[config.mk]
export PLATFORM = sky130hd
export DESIGN_NAME = seven_seg_scan_ctrl
export DESIGN_NICKNAME = d
export VERILOG_FILES = /design/src/rtl/seven_seg_scan_ctrl.sv
export SDC_FILE = /design/constraint.sdc
export NUM_CORES = 1
export LEC_CHECK = 0
export CAP_MARGIN = 10
export CORE_ASPECT_RATIO = 0.9
export CORE_UTILIZATION = 58
export CTS_BUF_LIST = sky130_fd_sc_hd__clkbuf_2 sky130_fd_sc_hd__clkbuf_4 sky130_fd_sc_hd__clkbuf_8
export CTS_CLUSTER_DIAMETER = 120
export DETAILED_ROUTE_END_ITERATION = 10
export PLACE_DENSITY_LB_ADDON = 0.05
export SKIP_CTS_REPAIR_TIMING = 1
export SYNTH_ARGS = -nofsm -noshare
export SYNTH_HDL_FRONTEND = slang
export SYNTH_SLANG_ARGS = --single-unit
[constraint.sdc]
create_clock -name clk -period 2.64 [get_ports clk]
set_input_delay 0.264 -clock clk [delete_from_list [all_inputs] [get_ports clk]]
set_output_delay 0.264 -clock clk [all_outputs]
set_load 0.005 [all_outputs]
[src/rtl/seven_seg_scan_ctrl.sv]
// seven_seg_scan_ctrl
//   Time-multiplexed scan controller for a NUM_DIGITS-digit common-anode
//   seven-segment display. Drives one shared BCD-to-seven-segment decoder
//   (bcd_out) and the active-low digit anodes. The displayed value lives in
//   a shadow register that only changes at frame boundaries, so a frame never
//   mixes old and new digits. Optional leading-zero blanking and an all-off
//   dead time between digits are supported.
//
// Ports
//   clk, reset        : rising-edge clock, synchronous active-high reset
//   enable            : scanning runs while high
//   blank_lz          : leading-zero blanking enable
//   digits_in, load   : new BCD value (nibble 0 = rightmost) and capture request
//   load_ack          : one-cycle pulse when the captured value goes on display
//   pending           : a captured value is waiting for the next frame boundary
//   bcd_out           : decoder input, 4'hF = blank
//   anode_n           : active-low digit enables
//   digit_idx         : digit currently selected
//   frame_done        : one-cycle pulse as the scan wraps back to digit 0
module seven_seg_scan_ctrl #(
  parameter int NUM_DIGITS  = 4,
  parameter int PRESCALE    = 50000,
  parameter int DEAD_CYCLES = 2,
  parameter int CNT_W       = 16
) (
  input  logic                          clk,
  input  logic                          reset,
  input  logic                          enable,
  input  logic                          blank_lz,
  input  logic [4*NUM_DIGITS-1:0]       digits_in,
  input  logic                          load,
  output logic                          load_ack,
  output logic                          pending,
  output logic [3:0]                    bcd_out,
  output logic [NUM_DIGITS-1:0]         anode_n,
  output logic [$clog2(NUM_DIGITS)-1:0] digit_idx,
  output logic                          frame_done
);

  localparam int IDX_W = $clog2(NUM_DIGITS);
  localparam logic [CNT_W-1:0] DWELL_LAST = CNT_W'(PRESCALE - 1);
  localparam logic [CNT_W-1:0] DEAD_LAST  = CNT_W'((DEAD_CYCLES > 0) ? DEAD_CYCLES - 1 : 0);
  localparam logic [IDX_W-1:0] IDX_LAST   = IDX_W'(NUM_DIGITS - 1);

  typedef enum logic [1:0] {IDLE, DWELL, DEAD} scanStateT;

  scanStateT                state, nxtState;
  logic [IDX_W-1:0]         idx, nxtIdx;
  logic [CNT_W-1:0]         cnt, nxtCnt;
  logic [4*NUM_DIGITS-1:0]  shadow, nxtShadow;
  logic [4*NUM_DIGITS-1:0]  pendBuf, nxtPendBuf;
  logic                     nxtPending, nxtAck, nxtFrameDone;
  logic                     advance, wrap;
  logic [NUM_DIGITS-1:0]    zeroAbove;
  logic                     zeroAcc;
  logic [NUM_DIGITS-1:0]    nxtAnode;
  logic [3:0]               nxtBcd;

  assign digit_idx = idx;

  // Next-state, counter and load/commit logic.
  always_comb begin
    nxtState     = state;
    nxtIdx       = idx;
    nxtCnt       = cnt;
    nxtShadow    = shadow;
    nxtPendBuf   = pendBuf;
    nxtPending   = pending;
    nxtAck       = 1'b0;
    nxtFrameDone = 1'b0;
    advance      = 1'b0;
    wrap         = 1'b0;

    if (state == IDLE) begin
      // Nothing is on screen, so any new or waiting value commits at once.
      if (load) begin
        nxtShadow  = digits_in;
        nxtAck     = 1'b1;
        nxtPending = 1'b0;
      end else if (pending) begin
        nxtShadow  = pendBuf;
        nxtAck     = 1'b1;
        nxtPending = 1'b0;
      end
      if (enable) begin
        nxtState = DWELL;
        nxtIdx   = '0;
        nxtCnt   = '0;
      end
    end else if (state == DWELL || state == DEAD) begin
      if (!enable) begin
        nxtState = IDLE;
        nxtIdx   = '0;
        nxtCnt   = '0;
      end else if (state == DWELL) begin
        if (cnt == DWELL_LAST) begin
          nxtCnt = '0;
          if (DEAD_CYCLES > 0) nxtState = DEAD;
          else                 advance  = 1'b1;
        end else begin
          nxtCnt = cnt + 1'b1;
        end
      end else begin
        if (cnt == DEAD_LAST) begin
          nxtCnt   = '0;
          nxtState = DWELL;
          advance  = 1'b1;
        end else begin
          nxtCnt = cnt + 1'b1;
        end
      end

      if (advance) begin
        wrap   = (idx == IDX_LAST);
        nxtIdx = wrap ? '0 : idx + 1'b1;
      end

      // A load on the wrap edge bypasses the buffer; otherwise it waits for
      // the boundary so the current frame keeps showing one consistent value.
      if (wrap) begin
        nxtFrameDone = 1'b1;
        if (load) begin
          nxtShadow  = digits_in;
          nxtAck     = 1'b1;
          nxtPending = 1'b0;
        end else if (pending) begin
          nxtShadow  = pendBuf;
          nxtAck     = 1'b1;
          nxtPending = 1'b0;
        end
      end else if (load) begin
        nxtPendBuf = digits_in;
        nxtPending = 1'b1;
      end
    end else begin
      nxtState = IDLE;
      nxtIdx   = '0;
      nxtCnt   = '0;
    end
  end

  // Display decode works on the next-cycle state and shadow so the anode,
  // BCD and index registers all switch together, including the first digit
  // of a frame that has just picked up a new value.
  always_comb begin
    zeroAcc  = 1'b1;
    zeroAbove = '0;
    for (int k = NUM_DIGITS - 1; k >= 0; k--) begin
      zeroAcc      = zeroAcc & (nxtShadow[4*k +: 4] == 4'h0);
      zeroAbove[k] = zeroAcc;
    end

    nxtAnode = '1;
    nxtBcd   = 4'hF;
    if (nxtState == DWELL) begin
      for (int k = 0; k < NUM_DIGITS; k++) begin
        if (nxtIdx == IDX_W'(k)) begin
          nxtAnode[k] = 1'b0;
          // A blanked digit keeps its anode so every digit gets equal on-time.
          nxtBcd = (blank_lz && k > 0 && zeroAbove[k]) ? 4'hF : nxtShadow[4*k +: 4];
        end
      end
    end
  end

  always_ff @(posedge clk) begin
    if (reset) begin
      state      <= IDLE;
      idx        <= '0;
      cnt        <= '0;
      shadow     <= '0;
      pendBuf    <= '0;
      pending    <= 1'b0;
      load_ack   <= 1'b0;
      frame_done <= 1'b0;
      anode_n    <= '1;
      bcd_out    <= 4'hF;
    end else begin
      state      <= nxtState;
      idx        <= nxtIdx;
      cnt        <= nxtCnt;
      shadow     <= nxtShadow;
      pendBuf    <= nxtPendBuf;
      pending    <= nxtPending;
      load_ack   <= nxtAck;
      frame_done <= nxtFrameDone;
      anode_n    <= nxtAnode;
      bcd_out    <= nxtBcd;
    end
  end

endmodule

# Word level (Yosys, flattened, before mapping)
# Index checks and enable logic that the tools add are counted.
classes:
  mux: 52
  addsub: 2
  bitwise_logic: 6
  reduce_logical: 15
  eq_ne: 10
op_table:
  columns: ["cell", "count"]
  rows:
  - ["two-way mux 16 bit", 12]
  - ["two-way mux 4 bit", 7]
  - ["two-way mux 2 bit", 13]
  - ["two-way mux 1 bit", 20]
  - ["adder 16 x 1 -> 16 bit (second input constant)", 1]
  - ["== test 16 x 1 -> 1 bit (second input constant)", 1]
  - ["== test 16 bit (second input constant)", 1]
  - ["logical NOT 4 bit", 3]
  - ["== test 2 bit (second input constant)", 4]
  - ["== test 2 x 1 -> 1 bit (second input constant)", 3]
  - ["logical NOT 2 bit", 2]
  - ["inverter 1 bit", 4]
  - ["AND reduction 4 bit", 1]
  - ["OR reduction 2 bit", 2]
  - ["logical AND 1 bit", 3]
  - ["OR reduction 3 bit", 1]
  - ["adder 2 x 1 -> 2 bit (second input constant)", 1]
  - ["bitwise AND 1 bit", 2]
  - ["inequality test 2 bit (second input constant)", 1]
  - ["AND reduction 2 bit", 1]
  - ["nonzero test 2 bit", 1]
  - ["logical OR 1 bit", 1]
word_totals:
  register_bits: 63
  in_bits: 21
  output_inout_bits: 13

# Depth between registers and ports, before layout
# Gate-level depths: netlist (run 1).
logic_depth:
  depth_word: 20
  depth_mapped: 11

# Least setup slack after synthesis (run 1)
# No wires, ideal clock.
synth_timing:
  path_kind: "register to register"
  start: "reg state[0]"
  end: "reg bcd_out[3]"
  setup_time_ns: 0.063
  setup_slack_ns: 0.294
  path_stages_with_launch: 11
  t_arrival_ns: 2.284
  t_required_ns: 2.577
  cell_sequence: "dfxtp_1 inv_1 ha_1 nand3_1 o31a_1 buf_6 or3_4 a22oi_2 a21oi_1 a221o_1 nand3_1"
synth_between:
  elab_chain_len: 19
synth_rtl:
  columns: ["item", "line_no", "text"]
  rows:
  - ["from (decl)", "47", "scanStateT state, nxtState;"]
  - ["from (signal assigned)", "179", "state <= nxtState;"]
  - ["== test 2 x 1 -> 1 bit", "90, 95", null]
  - ["two-way mux 1 bit", "95", "end else if (state == DWELL) begin"]
  - ["two-way mux 1 bit", "91", "if (!enable) begin"]
  - ["two-way mux 1 bit", "90", "end else if (state == DWELL || state == DEAD) begin"]
  - ["two-way mux 1 bit", "74", "if (state == IDLE) begin"]
  - ["two-way mux 1 bit", "113", "if (advance) begin"]
  - ["two-way mux 1 bit", "90", null]
  - ["two-way mux 1 bit", "74", null]
  - ["two-way mux 16 bit", "120", "if (wrap) begin"]
  - ["two-way mux 16 bit", "90", null]
  - ["two-way mux 16 bit", "74", null]
  - ["logical NOT 4 bit", "149", "zeroAcc = zeroAcc & (nxtShadow[4*k +: 4] == 4'h0);"]
  - ["bitwise AND 1 bit (2 in series)", "149", null]
  - ["logical AND 1 bit", "160", "nxtBcd = (blank_lz && k > 0 && zeroAbove[k]) ? 4'hF : nxtShadow[4*k +: 4];"]
  - ["two-way mux 4 bit", "160", null]
  - ["two-way mux 4 bit (3 in series)", "157", "if (nxtIdx == IDX_W'(k)) begin"]
  - ["to (signal assigned)", "188", "bcd_out <= nxtBcd;"]
  - ["to (decl)", "34", "output logic [3:0] bcd_out,"]
# Parallel ways exist; a longest one is shown, timed or not. The select of a mux whose other input is x is not followed.
# A chain may end at the register's enable or synchronous reset.

# Worst setup path in the final report (run 1)
layout_timing:
  start: "reg state[1]"
  end: "reg bcd_out[0]"
# The elaborated chain is that of the path after synthesis.

==> results of run 1 <==
## metal layers
layer	global-route usage [%]	wire, um	up-vias
li1	-	-	1453
met1	41.1	3770	1382
met2	40.3	3350	107
met3	7.30	509	16
met4	9.72	74	0
met5	0	0	-
## per-stage QoR
step / utilization [%] / setup WS [ps] / total power (uW) / instance area (um2) / cells
after floorplan: - / 294 / 1210 / 3160 / 379
after global placement: 68.7 / 105 / 1330 / 3610 / 476
after detailed placement: 68.7 / 34.0 / 1330 / 3610 / 476
after CTS: 73.1 / 30.8 / 2290 / 3840 / 492
after global routing: 75.6 / -9.40 / 2400 / 3980 / 502
final: 75.6 / 69.6 / 2310 / 3980 / 502
## logic make-up (layout without fill, tap and decap cells)
family                     after synthesis  in the layout  share of synthesized area (%)
and+or+nand+nor                        163            163                           25.6
AOI/OAI and AO/OA                       84             84                           17.0
DFF                                     63             63                           39.9
muxes                                   32             32                           10.3
buffers and inverters                   26             82                           3.61
xor gates and xnor gates                 6              6                           1.66
adders and majority gates                5              5                           1.98
## flip-flops by register name, summed over array words and instances (netlist names)
name        count
pending         1
anode_n         4
pendBuf        16
frame_done      1
bcd_out         4
state           2
load_ack        1
shadow         16
digit_idx       2
cnt            16
## placed cells by master (no fill, tap or decap), drive strengths merged, types with 3 or more instances in the layout
cell type,count
nor4,5
and3,9
and2,5
inv,7
nor3b,3
buf,26
clkdlybuf4s50,33
nor3,10
a221oi,4
nand2,33
clkbuf,11
a21oi,17
nor2,53
nand2b,10
nand3,13
or3,3
xor2,3
nand3b,3
xnor2,3
nor2b,10
o21ai,36
o31ai,8
dfxtp,63
ha,5
mux2,4
mux2i,28
## synthesized netlist by cell type (3+ instances only)
cell type  instances  area [um2]
a21oi_1           17        85.1
a221oi_1           3        26.3
and2_1             5        31.3
and3_1             9        56.3
buf_2              4        20.0
clkbuf_1          11        41.3
dfxtp_1           63        1260
ha_1               5        62.6
inv_1              7        26.3
mux2_2             4        45.0
mux2i_1           28         280
nand2_1           33         124
nand2b_1          10        62.6
nand3_1           13        65.1
nand3b_1           3        22.5
nor2_1            52         195
nor2b_1           10        62.6
nor3_1            10        50.1
nor3b_1            3        22.5
nor4_1             4        25.0
o21ai_0           34         170
o31ai_1            8        60.1
xnor2_1            3        26.3
xor2_1             3        26.3
## worst paths after layout
check / from / end / cells after the start
hold / removal: pendBuf[3] / pendBuf[3] / 2
hold reg to reg: pendBuf[3] / pendBuf[3] / 2
setup reg to reg: state[1] / bcd_out[0] / 10
setup / recovery: state[1] / bcd_out[0] / 10
## layout make-up
| type | instances | area (um2) | share of cell area, % |
|---|---|---|---|
| multi-input combinational | 290 | 1830 | 46.1 |
| sequential | 63 | 1260 | 31.8 |
| timing repair buffer | 59 | 538 | 13.5 |
| clock buffer | 11 | 151 | 3.81 |
| tap | 67 | 83.8 | 2.11 |
| clock inverter | 5 | 80.1 | 2.01 |
| inverter | 7 | 26.3 | 0.661 |
## report_power, final
group          internal (uW)  total [uW]  leakage [uW]  switching (uW)
logic                    164         340      0.000885             176
registers                987        1010      0.000512            23.8
clock network            581         960      0.000112             379
## worst max-delay path, cell delays in order, from the launching register on
cell and delay (ps):
dfxtp_1 360, inv_1 90, ha_1 190, nand4b_1 250, o31ai_1 350, buf_4 240, nand3_1 80, and3_1 230
and2_1 210, o41ai_2 330, a2bb2oi_1 110
==> metrics, run 1 <==
Final Max Tran Viols=0; nets@finish=456; PortBufs=33; GRT Overall Usage=28.2%; Final GP Congestion=0.872; Syn Nets=405; DR pass1 iterations=5; largest net degree at the start of global routing=42; Slew HR=45.5%; register area share after synthesis=39.9%; Netlist cell types=54; Critical Path RT=2860 ps; Initial Util=60.1%; via count=2,958; grt total ovfl=0; H-Tree Depth=3; I/O pin total=34; first-pass GRT wire length=12,400 um; total routed wirelength=7700 um; ANT cells=0; Final HPWL DP=5290 um; DRC=0; Post-synth EDFFs=0; Antenna Nets Post-Route=0; setup slack, reg-to-reg=70 ps; Cell Area, Synth=0.00316 mm2; Setup CP Type=flip-flop to flip-flop; P&R area growth vs syn=25.9%; Worst-path clk slew=70 ps; Die ar.=0.00574 mm2; worst skew pair latency=340 ps; WL/cell=15.3 um; clock sink count=63; ys flop type=dfxtp_1; status=finished, final reports clean; Mapped Cells=379; endpoints failing setup=0; total CTS buffers=9; drt via density=5.89; Final Hold Fails=0; initial antenna violation count=0; WHS=495 ps; warnings from Yosys=0; Pleak=0.00151 uW; Worst Hold Class=flip-flop to flip-flop; chip height=72 um; Clock Path Buffers=2; VDD IR-drop max=0.000381 V; Rows=25; Crit. End Element=flip-flop; setup TNS=0 ps; Worst Max-Slew Pin Slew=815 ps; PD cells=581 mW/mm2; chip width=79.8 um; core area=0.00526 mm2; skew final=10.8 ps; post-synthesis register bit count=63; initial drt markers=220; crit-path max FO=11; Crit path arrival time=2790 ps; TritonCTS clock tree=yes; Startpoint Class=flip-flop; max cap viols=0; mean area per synthesized cell=8.33 um2; Final min period=2570 ps; Peak Freq=389 MHz; Post-synth ARST share=0%; Filler cells=388; Tcrit/Tclk final=97.4%; Root Buffer=clkbuf_8; vias in the first global route=2,657; layout cell share with drive strength beyond 1=14.3%
Note: power is estimated with default switching activity, not from simulation.
==> inputs of run 2 (changes only) <==
--- a/config.mk
+++ b/config.mk
@@ -12,6 +12,7 @@
 export CTS_CLUSTER_DIAMETER = 120
 export DETAILED_ROUTE_END_ITERATION = 10
 export PLACE_DENSITY_LB_ADDON = 0.05
+export SETUP_SLACK_MARGIN = 0.3
 export SKIP_CTS_REPAIR_TIMING = 1
 export SYNTH_ARGS = -nofsm -noshare
 export SYNTH_HDL_FRONTEND = slang
==> run 2 against run 1 <==
Against the previous run: clock power increased by 6%; flip-flop and latch count did not move; hold slack lost 4.6 ps; maximum frequency is 4.1% higher; non-clock buffer count grew 7; combinational power is 4% higher; clock-buffer cell count up 3; total power increased by 2.9%; via count is 1.4% higher; largest power group is now clock; sequential power hardly changed.
==> metrics, run 2 (synthesis results as in run 1) <==
status=finished, final reports clean (unchanged); GRT Overall Usage=28.4% (was 28.2%); CP Cell Sequence=nor4_2 -> nand4b_1 -> o31a_1 -> or3_4 -> a22oi_2 -> o2111a_2 -> o31ai_2 -> a2bb2oi_1 (was inv_1 -> ha_1 -> nand4b_1 -> o31ai_1 -> buf_4 -> nand3_1 -> and3_1 -> and2_1 -> o41ai_2 -> a2bb2oi_1); setup TNS=0 ps (unchanged); Initial Util=60.1% (unchanged); Root Buffer=clkbuf_8 (unchanged); chip width=79.8 um (unchanged); total CTS buffers=9 (unchanged); largest net degree at the start of global routing=43 (was 42); endpoints failing setup=0 (unchanged); Final HPWL DP=5390 um (was 5290 um); total routed wirelength=8290 um (was 7700 um); TritonCTS clock tree=yes (unchanged); PD cells=577 mW/mm2 (was 581 mW/mm2); Power Total=2380 uW (was 2310 uW); Peak Freq=405 MHz (was 389 MHz); RSZ-0062 raised after global routing=true; Startpoint Class=flip-flop (unchanged); Setup CP Type=flip-flop to flip-flop (unchanged); DR pass1 iterations=6 (was 5); Final Hold Fails=0 (unchanged); I/O pin total=34 (unchanged); Die ar.=0.00574 mm2 (unchanged); Antenna Nets Post-Route=0 (unchanged); Worst Hold Class=flip-flop to flip-flop (unchanged); P&R area growth vs syn=30.4% (was 25.9%); commonest non-fill, non-tap cell in the layout=dfxtp_1 (unchanged); VDD IR-drop max=0.000453 V (was 0.000381 V); CP peak stage delay=390 ps (was 360 ps); Filler cells=366 (was 388); Pleak=0.00157 uW (was 0.00151 uW); slowest CP cell=o31a_1 (was dfxtp_1); clock sink count=63 (unchanged); initial drt markers=202 (was 220); ANT cells=0 (unchanged); Critical Path RT=2920 ps (was 2860 ps); initial antenna violation count=0 (unchanged); first-pass GRT wire length=12,600 um (was 12,400 um); H-Tree Depth=3 (unchanged); post-layout util=78.4% (was 75.6%); Rows=25 (unchanged); Tcrit/Tclk final=93.5% (was 97.4%); Clock Path Buffers=2 (unchanged); Final min period=2470 ps (was 2570 ps); layout cell share with drive strength beyond 1=19.9% (was 14.3%); Final Max Tran Viols=0 (unchanged); chip height=72 um (unchanged); core area=0.00526 mm2 (unchanged); via count=3,000 (was 2,958); grt total ovfl=0 (unchanged); WL/cell=16.3 um (was 15.3 um); drt via density=5.89 (about the same); Worst-path clk slew=70 ps (about the same); crit-path max FO=6 (was 11); biggest regs=cnt x16, pendBuf x16, shadow x16 (unchanged); commonest cells after routing, fill and taps aside=dfxtp_1, nor2_1, o21ai_0, clkdlybuf4s50_1 (was dfxtp_1, nor2_1, o21ai_0, nand2_1, clkdlybuf4s50_1); worst skew pair latency=340 ps (about the same); max cap viols=0 (unchanged); vias in the first global route=2,654 (was 2,657); DRC=0 (unchanged); Slew HR=43.5% (was 45.5%); Worst Max-Slew Pin Slew=844 ps (was 815 ps); PortBufs=33 (unchanged); Crit. End Element=flip-flop (unchanged); Final GP Congestion=0.867 (was 0.872); Crit path arrival time=2750 ps (was 2790 ps); nets@finish=463 (was 456); skew final=8.47 ps (was 10.8 ps)
## run 2: cell types whose count changed in the layout (fill, tap and decap cells not counted), sizes merged
| cell | change |
|---|---|
| buf | +7 |
| clkbuf | +3 |
| clkinvlp | -2 |
| clkinv | -1 |
## run 2: per-layer routing
metal / GRT usage, % / vias up / part of all wire, %
met1: 40.5 / 1410 / 46
met2: 42.0 / 106 / 47
met4: 7.14 / 0 / 0.99
met3: 8.30 / 14 / 6.2
li1: - / 1470 / -
met5: 0 / - / 0
## run 2: layout make-up
class / instances / area (um2) / share of cell area [%]
multi-input cells: 290 / 1900 / 46.1
flip-flops and latches: 63 / 1280 / 31.0
repair buffers: 66 / 582 / 14.1
clock buffers: 14 / 186 / 4.53
well taps: 67 / 83.8 / 2.04
clock inverters: 2 / 60.1 / 1.46
inverters: 7 / 28.8 / 0.699
## run 2: metrics by stage
stage / setup WS (ps) / hold WS [ps] / instances / area, um2
after floorplan: 315 / 411 / 379 / 3170
after global placement: 169 / 469 / 481 / 3660
after detailed placement: 101 / 481 / 481 / 3660
after CTS: 147 / 493 / 497 / 3910
after global routing: 70.3 / 531 / 509 / 4120
final: 171 / 491 / 509 / 4120
## run 2: power by group
group | internal [uW] | switching [uW] | total, uW
Sequential | 985 | 25.1 | 1010
Clock | 646 | 369 | 1020
Combinational | 170 | 182 | 352
## run 2: worst max-delay path: cells and delay by family (launching register included)
kind            cells  cell delay [ps]
compound gates      5             1200
flops               1              350
simple gates        3              860
## run 2: final timing paths
check / from / end / slack [ps] / depth (start not counted)
setup / recovery: cnt[8] / bcd_out[0] / 170 / 8
setup reg to reg: cnt[8] / bcd_out[0] / 170 / 8
hold / removal: shadow[2] / shadow[2] / 490 / 2
hold reg to reg: shadow[2] / shadow[2] / 490 / 2
==> inputs of run 3 (changes only) <==
--- a/config.mk
+++ b/config.mk
@@ -7,10 +7,11 @@
 export LEC_CHECK = 0
 export CAP_MARGIN = 10
 export CORE_ASPECT_RATIO = 0.9
-export CORE_UTILIZATION = 58
+export CORE_UTILIZATION = 50
 export CTS_BUF_LIST = sky130_fd_sc_hd__clkbuf_2 sky130_fd_sc_hd__clkbuf_4 sky130_fd_sc_hd__clkbuf_8
 export CTS_CLUSTER_DIAMETER = 120
 export DETAILED_ROUTE_END_ITERATION = 10
+export HOLD_SLACK_MARGIN = 0.05
 export PLACE_DENSITY_LB_ADDON = 0.05
 export SETUP_SLACK_MARGIN = 0.3
 export SKIP_CTS_REPAIR_TIMING = 1
==> run 3 against run 2 <==
Against the previous run: non-clock buffer count unchanged; critical path type unchanged; clock skew grew 1.4 ps; wire length down 7.6%; first-iteration DRC count down 9.9%; global-route usage decreased by 4.6 points; clock-buffer cell count down 2; via count shrank 4.0%; critical endpoint unchanged; core utilization is 12 points lower; die area increased by 16%; flip-flop and latch count did not move; combinational power is 3% lower; sequential power about the same.
==> metrics, run 3 (synthesis results as in run 1) <==
hold_sp=pendBuf[10] (was shadow[2]); drt via density=5.44 (was 5.89); Crit path arrival time=2760 ps (was 2750 ps); Die ar.=0.00664 mm2 (was 0.00574 mm2); Tcrit/Tclk final=96.0% (was 93.5%); Final GP Congestion=0.887 (was 0.867); Antenna Nets Post-Route=0 (unchanged); core area=0.00611 mm2 (was 0.00526 mm2); WL/cell=14.5 um (was 16.3 um); Clock Path Buffers=2 (unchanged); Final Hold Fails=0 (unchanged); final instance area=0.00404 mm2 (was 0.00412 mm2); nets@finish=463 (unchanged); Worst Hold Class=flip-flop to flip-flop (unchanged); Hold EP=pendBuf[10] (was shadow[2]); Startpoint Class=flip-flop (unchanged); setup slack, reg-to-reg=110 ps (was 170 ps); Placement Setup Slack=59.7 ps (was 101 ps); Rows=27 (was 25); RR Endpoint=bcd_out[0] (unchanged); biggest regs=cnt x16, pendBuf x16, shadow x16 (unchanged); Hold Crit Depth=2 (unchanged); clock sink count=63 (unchanged); Peak Freq=395 MHz (was 405 MHz); Initial Util=51.6% (was 60.1%); DRC=0 (unchanged); Final min period=2530 ps (was 2470 ps); total routed wirelength=7660 um (was 8290 um); largest net degree at the start of global routing=22 (was 43); Final HPWL DP=5260 um (was 5390 um); vias in the first global route=2,572 (was 2,654); Filler cells=552 (was 366); RSZ-0062 raised after global routing=true (unchanged); initial drt markers=182 (was 202); Slew HR=43.4% (was 43.5%); I/O pin total=34 (unchanged); Root Buffer=clkbuf_8 (unchanged); Worst Max-Slew Pin Slew=846 ps (was 844 ps); final worst setup slack=107 ps (was 171 ps); initial antenna violation count=0 (unchanged); first-pass GRT wire length=12,300 um (was 12,600 um); multi-input logic area=0.00185 mm2 (was 0.00190 mm2); chip width=85.8 um (was 79.8 um); endpoints failing setup=0 (unchanged); via count=2,879 (was 3,000); placed cells=501 (was 481); post-layout util=66.1% (was 78.4%); Reg area=0.00127 mm2 (was 0.00128 mm2); TritonCTS clock tree=yes (unchanged); H-Tree Depth=3 (unchanged); R2R cell count=10 (was 8); Final Max Tran Viols=0 (unchanged); final cell count without fillers=529 (was 509); chip height=77.4 um (was 72 um); Worst-path clk slew=70 ps (about the same); PD cells=545 mW/mm2 (was 577 mW/mm2); worst skew pair latency=350 ps (was 340 ps); setup TNS=0 ps (unchanged); commonest cells after routing, fill and taps aside=dfxtp_1, nor2_1, o21ai_0, nand2_1, clkdlybuf4s50_1 (was dfxtp_1, nor2_1, o21ai_0, clkdlybuf4s50_1); layout cell share with drive strength beyond 1=17.0% (was 19.9%); max cap viols=0 (unchanged); DR pass1 iterations=4 (was 6); GRT Overall Usage=23.7% (was 28.4%); Critical Path RT=2870 ps (was 2920 ps); status=finished, final reports clean (unchanged); skew final=9.91 ps (was 8.47 ps); reg-to-reg startpoint=state[1] (was cnt[8]); VDD IR-drop max=0.000429 V (was 0.000453 V); P&R area growth vs syn=28.0% (was 30.4%); commonest non-fill, non-tap cell in the layout=dfxtp_1 (unchanged); Area after DPL=0.00369 mm2 (was 0.00366 mm2); Pleak=0.00154 uW (was 0.00157 uW); grt total ovfl=0 (unchanged); total CTS buffers=9 (unchanged); PortBufs=33 (unchanged); crit-path max FO=5 (was 6); ANT cells=0 (unchanged); Setup CP Type=flip-flop to flip-flop (unchanged); Crit. End Element=flip-flop (unchanged)
## run 3: layout make-up
cell class	instances	share of cell area (%)
Clock inverter	4	1.11
Timing Repair Buffer	66	14.6
Inverter	7	0.650
Tap cell	87	2.69
Multi-Input combinational cell	290	45.8
Clock buffer	12	3.78
Sequential cell	63	31.4
## run 3: how the worst max path moves through the flow
stage             startpoint          to  slack [ps]
3_5_place_dp   digits_in[13]  bcd_out[3]          60
4_1_cts              cnt[10]  bcd_out[3]         110
3_3_place_gp          enable  bcd_out[0]         100
2_1_floorplan       state[0]  bcd_out[3]         320
6_report            state[1]  bcd_out[0]         110
5_1_grt               cnt[2]  bcd_out[0]         -30
## run 3: power by group
group	switching, uW	internal, uW	leakage (uW)
combinational	174	168	0.000922
clock	372	478	0.000107
sequential	22.4	986	0.000514
total	568	1630	0.00154
## run 3: per-stage QoR
stage	hold WS [ps]	power, uW
2_1_floorplan	411	1220
4_1_cts	494	2190
3_3_place_gp	470	1340
5_1_grt	513	2290
6_report	489	2200
3_5_place_dp	476	1340
## run 3: layer usage
layer / wire length, um / track usage (%) / share of wire [%]
met1: 3920 / 35.5 / 51
met2: 3260 / 32.8 / 42
met3: 388 / 6.38 / 5.1
met4: 97 / 7.50 / 1.3
met5: 0 / 0 / 0
## run 3: critical path, stage by stage, from the launching register on
cell and delay, ps:
dfxtp_2 350, inv_2 60, ha_2 170, nand4b_1 240, nor2_1 280, buf_4 180, mux2i_1 220, o21ai_1 200
buf_4 220, o41ai_2 380, a2bb2oi_1 110
